--- config.mk ---
export PLATFORM = sky130hd
export DESIGN_NAME = bg_scroll_ctrl
export DESIGN_NICKNAME = d
export VERILOG_FILES = /design/src/rtl/bg_scroll_ctrl.sv
export SDC_FILE = /design/constraint.sdc
export NUM_CORES = 1
export LEC_CHECK = 0
export BUFFER_PORTS_ARGS = -buffer_cell sky130_fd_sc_hd__clkbuf_2
export CAP_MARGIN = 20
export CORE_UTILIZATION = 45
export CTS_BUF_LIST = sky130_fd_sc_hd__clkbuf_8
export CTS_CLUSTER_SIZE = 24
export DETAILED_ROUTE_END_ITERATION = 7
export GPL_TIMING_DRIVEN = 0
export PLACE_DENSITY = 0.7
export SYNTH_ARGS = -nofsm -noshare
export SYNTH_HDL_FRONTEND = slang
export SYNTH_SLANG_ARGS = --single-unit
--- constraint.sdc ---
create_clock -name clk -period 4.3 [get_ports clk]
set_input_delay 0.645 -clock clk [delete_from_list [all_inputs] [get_ports clk]]
set_output_delay 0.645 -clock clk [all_outputs]
set_load 0.05 [all_outputs]
--- src/rtl/bg_scroll_ctrl.sv ---
// Background scroll controller: advances the fine x_offset once per frame and,
// on each 16-pixel carry, shifts the playfield rows of the tile map left by one
// column during vblank, writing a fresh tile column at the right edge.
// HUD rows above ROW_FIRST are never touched.
// Optional feature macro: BG_SCROLL_LFSR_EN (random obstacle column from a
// 16-bit LFSR instead of the constant FILL_TILE word).
module bg_scroll_ctrl #(
  parameter int          TILE_COLS = 40,
  parameter int          TILE_ROWS = 30,
  parameter int          ROW_FIRST = 5,
  parameter logic [15:0] FILL_TILE = 16'h0100
) (
  input  logic        clk,
  input  logic        reset,
  input  logic        frame_tick,
  input  logic        game_over,
  input  logic [3:0]  speed,
  input  logic [15:0] ram_rd_data,
  output logic        ram_req,
  output logic [15:0] ram_addr,
  output logic        ram_we,
  output logic [15:0] ram_wr_data,
  output logic [3:0]  x_offset,
  output logic        scroll_done,
  output logic        overrun
);

  typedef enum logic [2:0] {IDLE, RD, WR, FILL, DONE} state_t;

  localparam logic [15:0] COLS_W     = 16'(TILE_COLS);
  localparam logic [15:0] LAST_COL   = 16'(TILE_COLS - 2);
  localparam logic [15:0] EDGE_COL   = 16'(TILE_COLS - 1);
  localparam logic [15:0] LAST_ROW   = 16'(TILE_ROWS - 1);
  localparam logic [15:0] FIRST_ROW  = 16'(ROW_FIRST);
  localparam logic [15:0] FIRST_BASE = 16'(ROW_FIRST * TILE_COLS);

  state_t      state, state_nx;
  logic [15:0] row;
  logic [15:0] row_base;   // row * TILE_COLS, kept incrementally
  logic [15:0] col;
  logic [3:0]  sum_lo;     // fine offset to apply once the shift completes
  logic [4:0]  sum_now;
  logic        start;
  logic [15:0] new_tile;

  assign sum_now = {1'b0, x_offset} + {1'b0, speed};
  assign start   = (state == IDLE) && frame_tick && !game_over;

`ifdef BG_SCROLL_LFSR_EN
  logic [15:0] lfsr;
  logic        lfsr_fb;

  // Map the LFSR state onto a tile word; lfsr[0] acts as the ENABLE bit
  function automatic logic [15:0] tile_from_lfsr(input logic [15:0] l);
    return {7'b0, l[0], 2'b00, l[3:1], l[6:4]};
  endfunction

  assign lfsr_fb  = lfsr[15] ^ lfsr[13] ^ lfsr[12] ^ lfsr[10];
  assign new_tile = tile_from_lfsr(lfsr);

  // Fibonacci LFSR, advanced once per right-edge column write
  always_ff @(posedge clk) begin
    if (reset)
      lfsr <= 16'hACE1;
    else if (state == FILL)
      lfsr <= {lfsr[14:0], lfsr_fb};
  end
`else
  assign new_tile = FILL_TILE;
`endif

  // State register; reset aborts any shift in progress immediately
  always_ff @(posedge clk) begin
    if (reset)
      state <= IDLE;
    else
      state <= state_nx;
  end

  // Next-state and RAM port decode
  always_comb begin
    state_nx    = state;
    ram_req     = 1'b0;
    ram_we      = 1'b0;
    ram_addr    = 16'd0;
    ram_wr_data = 16'd0;
    scroll_done = 1'b0;
    case (state)
      IDLE: begin
        if (start && sum_now[4])
          state_nx = RD;
      end
      RD: begin
        ram_req  = 1'b1;
        ram_addr = row_base + col + 16'd1;
        state_nx = WR;
      end
      WR: begin
        ram_req     = 1'b1;
        ram_we      = 1'b1;
        ram_addr    = row_base + col;
        ram_wr_data = ram_rd_data;
        state_nx    = (col == LAST_COL) ? FILL : RD;
      end
      FILL: begin
        ram_req     = 1'b1;
        ram_we      = 1'b1;
        ram_addr    = row_base + EDGE_COL;
        ram_wr_data = new_tile;
        state_nx    = (row == LAST_ROW) ? DONE : RD;
      end
      DONE: begin
        scroll_done = 1'b1;
        state_nx    = IDLE;
      end
      default: state_nx = IDLE;
    endcase
  end

  // Row/column walk; always re-initialised on a shift start, so no reset needed
  always_ff @(posedge clk) begin
    case (state)
      IDLE: begin
        if (start) begin
          sum_lo   <= sum_now[3:0];
          row      <= FIRST_ROW;
          row_base <= FIRST_BASE;
          col      <= 16'd0;
        end
      end
      WR: begin
        if (col != LAST_COL)
          col <= col + 16'd1;
      end
      FILL: begin
        row      <= row + 16'd1;
        row_base <= row_base + COLS_W;
        col      <= 16'd0;
      end
      default: ;
    endcase
  end

  // Fine offset updates only when the coarse map is consistent; sticky overrun
  always_ff @(posedge clk) begin
    if (reset) begin
      x_offset <= 4'd0;
      overrun  <= 1'b0;
    end else begin
      if (start && !sum_now[4])
        x_offset <= sum_now[3:0];
      else if (state == DONE)
        x_offset <= sum_lo;
      if (frame_tick && (state != IDLE))
        overrun <= 1'b1;
    end
  end

endmodule

* Yosys cells after proc, flatten, opt, wreduce, memory -nomap -nowiden
Index checks and enable logic that the tools add are counted.
** Storage, ports and cells
- Register bits after elaboration :: 60
- Input bits :: 24
- Output and inout bits :: 40
- Word-level logic and storage cells :: 59
** Operators by class
- Add/subtract/negate cells :: 7
- Eq/ne operators :: 10
- Muxes and demuxes :: 18
- Reduce and logical (&&, ||, !) cells :: 17
** Operators by type and width (number)
- 16-bit case mux with 2 select lines :: 3
- 16-bit case mux with 3 select lines :: 2
- 16-bit 2-to-1 mux :: 4
- 16-bit by 1-bit adder with 16-bit output (second input constant) :: 3
- 16-bit by 6-bit adder with 16-bit output (second input constant) :: 2
- 16-bit adder :: 1
- 16-bit by 5-bit equality test with 1-bit output (second input constant) :: 1
- 16-bit by 6-bit equality test with 1-bit output (second input constant) :: 1
- 16-bit by 6-bit inequality test with 1-bit output (second input constant) :: 1
- 3-bit case mux with 4 select lines :: 1
- 4-bit 2-to-1 mux :: 2
- 3-bit by 2-bit equality test with 1-bit output (second input constant) :: 2
- 3-bit 2-to-1 mux :: 2
- 3-bit nonzero test :: 2
- 4-bit by 4-bit adder with 5-bit output :: 1
- 1-bit logical AND :: 5
- 2-bit inequality test (second input constant) :: 2
- 2-bit AND reduction :: 2
- 2-bit nonzero test :: 2
- 3-bit by 1-bit equality test with 1-bit output (second input constant) :: 1
- 3-bit equality test (second input constant) :: 1
- 3-bit logical NOT :: 1
- 1-bit 2-to-1 mux :: 3
- 3-bit AND reduction :: 1
- other kinds (5) :: 6

* Longest topological paths before layout
- Word-level depth :: 6
- Mapped depth :: 11
- Gate-level depth less buffers :: 11

* Worst setup path after synthesis
OpenSTA, ideal clock, no wires.
- Path kind :: register -> output
- Start point :: reg col[3]
- End point :: out ram_addr[13]
- Arrival time :: 3375 ps
- Data required time :: 3655 ps
- Path slack :: 280 ps
- Stages on the path, launching flop included :: 12
- Buffers on the path :: 0
- Cell sequence :: edfxtp_1 > ha_1 > inv_1 > fa_1 > nor2b_4 > o2111a_1 > o21ai_0 > xnor2_1 > nand4_4 > nor3_1 > xor2_1 > o21ai_0
** Between the ends
- Longest elaborated chain between the ends :: 3
** Ends and longest elaborated chain
- from (decl) :: line 40 : logic [15:0] col;
- from (signal assigned) :: line 133 : col <= col + 16'd1;
- 16-bit adder * :: line 95, 101
- 16-bit by 1-bit adder with 16-bit output :: line 95 : ram_addr = row_base + col + 16'd1;
- 16-bit case mux with 3 select lines * :: line 88 : case (state)
- to (decl) :: line 20 : output logic [15:0] ram_addr,
Mark *: on every way between the ends. The rest lies on a longest branch, timed or not.

* Worst setup path in the final report
- Start point :: reg row_base[5]
- End point :: out ram_addr[15]
** Between the ends
- Longest elaborated chain between the ends :: 3
- Elaborated cells on any way between the ends :: 4
- Classes of those cells :: add/sub: 3; mux: 1
** Ends and longest elaborated chain
- from (decl) :: line 39 : logic [15:0] row_base;
- from (signal assigned) :: line 137 : row_base <= row_base + COLS_W;
- 16-bit adder :: line 95, 101
- 16-bit by 1-bit adder with 16-bit output :: line 95
- 16-bit case mux with 3 select lines * :: line 88
Marked as above.

==> results.md <==
- Max layer used: met4
- Initial Util: 47.18%
- Clock Path Buffers: 2
- Synth Register Bits: 57
- Status: complete, no violations
- Row cnt: 35
- Initial antenna violation count: 0
- GPL Wtd Cong: 0.9774
- Multi-input logic area: 0.002706 mm^2
- CTS tree: built
- Fill count: 888
- Die width: 101.1 um
- Adder-cell share of the synthesized area: 7.414%
- Synth unique cells: 56
- Number of iterations in the first detailed-routing pass: 5
- Max cap viols: 0
- Routed wire length: 11.82 mm
- Ys Warns: 0
- Largest net degree at the start of global routing: 28
- VDD IR-drop max: 0.1690 mV
- CTS H-tree depth: 3
- Number of global-route vias before repair: 3834
- Pwr/cell area: 274.0 mW/mm^2
- Setup WS pre-CTS: 0.2113 ns
- Total track usage: 23.91%
- Clock sinks: 57
- Critical-path maximum fanout: 5
- Synth-to-Final Area Change: 18.73%
- Routed length per instance: 16.37 um
- Worst-margin pin slew: 0.7566 ns
- Hold Buf Count CTS: 0
- Die Y: 101.1 um
- GRT overflow: 0
- Simple-gate share of the synthesized area: 25.92%
- Synth Flop Type: edfxtp_1
- Core ar.: 0.009371 mm^2
- Syn_nets: 553
- 1st-iter DRT viols: 259
- Hold Vio Cnt, Final: 0
- Syn Inst Count: 504
- Worst path arrival time: 3.53 ns
- Period Utilization, post-route: 97.19%
- First-pass GRT wire length: 18.62 mm
- Antenna Cells: 0
- Clk_lat worst skew: 0.35 ns
- Kind of critical path: reg -> out
- Post-synthesis mux area share: 1.387%
- Mean number of vias per cell: 5.630
- Static Leak: 0.002116 uW
- Syn avg cell area: 8.773 um^2
- Fin worst setup slack: 0.1209 ns
- Post-placement cell area: 0.004930 mm^2
- Met1 WL: 5.234 mm
- FF+latch area: 0.001632 mm^2
- Met3 WL post-DR: 713 um
- Crit start category: flip-flop
- CP endpoint kind: primary output
- Cell Area, Synth: 0.004422 mm^2
- Worst Hold Class: reg -> reg
- Sequential fraction of the synthesis area: 36.90%
- Share of cells above drive strength 1: 18.55%
- DRT antenna net count: 0
- Largest family of logic cells by synthesized area: simple AND/OR/NAND/NOR gates
- Wire length on met2: 5.551 mm
- Post-Route Skew: 0.006631 ns
- Die area: 0.01023 mm^2
- Ys async rst share: 0%
- Worst-path clk slew: 0.07 ns
- CTS Buf Count: 9
- Fmax achieved: 0.2393 GHz
- Buffers on Ports: 63
- Required time of the critical path: 3.65 ns
- DRC: 0
- Xor/xnor share of the synthesized area: 11.86%
- Dpl hpwl: 8.552 mm
- Vias: 4065
- Post-route cell area: 0.005250 mm^2
- Max-slew violations: 0
- Nets: 637
- Compound-Gate Fraction of Synth Area: 13.30%
- CTS Root Cell: clkbuf_8
- EDFF count, synth: 49
- Endpoints failing setup: 0
- Post-route minimum period: 4.179 ns
- I/O pin total: 64
- Slew headroom: 49.56%
==> sequential cells by signal, indices dropped and copies added, names as in the netlist <==
| signal | flops |
|---|---|
| state | 3 |
| col | 16 |
| row | 16 |
| row_base | 13 |
| sum_lo | 4 |
| x_offset | 4 |
| overrun | 1 |
==> cell usage after synthesis (4+ instances only) <==
master,n,area [um^2]
and3_1,29,181.4
o211ai_1,5,37.54
xnor2_1,22,192.7
nor3_1,11,55.05
nor2_1,64,240.2
a211oi_1,6,45.04
nand2b_1,7,43.79
or3_1,12,75.07
mux2i_1,5,50.05
dfxtp_1,8,160.2
a22oi_1,4,30.03
o21ai_0,26,130.1
clkbuf_1,20,75.07
nand3_1,18,90.09
ha_1,23,287.8
edfxtp_1,49,1471
inv_1,17,63.81
xor2_1,36,315.3
nand2_1,51,191.4
a21oi_1,32,160.2
nor4_1,5,31.28
nand4_1,9,56.30
==> per-layer routing <==
layer,up-vias,GRT usage [%]
met2,139,38.25
met1,1916,30.96
li1,1985,-
met5,-,0
met3,25,5.617
met4,0,10.37
==> critical path: stages, from the launching register on <==
cell	delay, ns
edfxtp_1	0.52
ha_1	0.41
nor2b_4	0.16
o2111a_1	0.26
o311a_1	0.38
a311oi_2	0.30
xor2_1	0.24
xor2_1	0.23
a211oi_1	0.07
or3_1	0.38
buf_2	0.23
==> cells in the final DEF (no fill, tap or decap), types with 4 or more instances in the layout <==
master    instances
a22oi_1           4
nand2_1          51
o21ai_0          25
inv_1            17
a211oi_1          6
edfxtp_1         49
nand2b_1          7
buf_4             9
nand3_1          18
ha_1             23
o211ai_1          5
clkbuf_8         11
dfxtp_1           8
nor3_1            9
or3_1            12
nand4_1           9
xor2_1           36
a21oi_1          31
nor2_1           64
clkbuf_2         61
mux2i_1           5
and3_1           29
xnor2_1          21
clkbuf_1         20
==> cell families (layout without fill, tap and decap cells) <==
group / after synthesis / count (layout)
AOI/OAI and AO/OA: 94 / 94
xor gates and xnor gates: 59 / 59
adders and majority gates: 25 / 25
buffers and inverters: 38 / 127
DFF: 57 / 57
muxes: 6 / 6
and+or+nand+nor: 225 / 225
==> cell type report <==
| cell class | count | area share, % |
|---|---|---|
| multi-input combinational | 409 | 51.55 |
| sequential | 57 | 31.08 |
| timing repair buffer | 73 | 7.841 |
| tap | 129 | 3.074 |
| clock buffer | 10 | 2.622 |
| buffer | 20 | 1.430 |
| inverter | 18 | 1.287 |
| clock inverter | 6 | 1.120 |
==> power by group <==
part | total (uW) | switching (uW) | internal [uW] | leakage (uW)
clock | 521 | 242 | 279 | 0.000101
combinational | 270 | 170 | 101 | 0.00149
sequential | 647 | 23.8 | 624 | 0.000522
total | 1440 | 435 | 1000 | 0.00212
==> through the flow <==
stage	TNS, ns	std cells	hold slack (ns)	power (uW)	utilization (%)
6_report	0	722	0.4708	1439	56.02
3_3_place_gp	-9.107	696	0.4554	901.7	52.27
5_1_grt	-0.007181	722	0.5182	1495	56.02
4_1_cts	-0.003082	714	0.4799	1435	55.01
3_5_place_dp	0	697	0.4613	911.3	52.60
2_1_floorplan	0	504	0.4863	844.9	-
==> path summary, 6_finish.rpt <==
kind | cells past startpoint | end | from | slack (ns)
min reg2reg | 2 | overrun | overrun | 0.47
min | 2 | overrun | overrun | 0.47
max reg2reg | 5 | col[3] | state[1] | 1.78
max | 10 | ram_addr[15] | row_base[5] | 0.12
==> repair_timing <==
action,in CTS,in global routing
endpoints found under the setup margin,2,2
endpoints found under the hold margin,0,0
buffers inserted,1,8
cloned,0,0
pin swaps,1,4
gates resized for setup,4,8
Power figures use the tool's default switching activity.
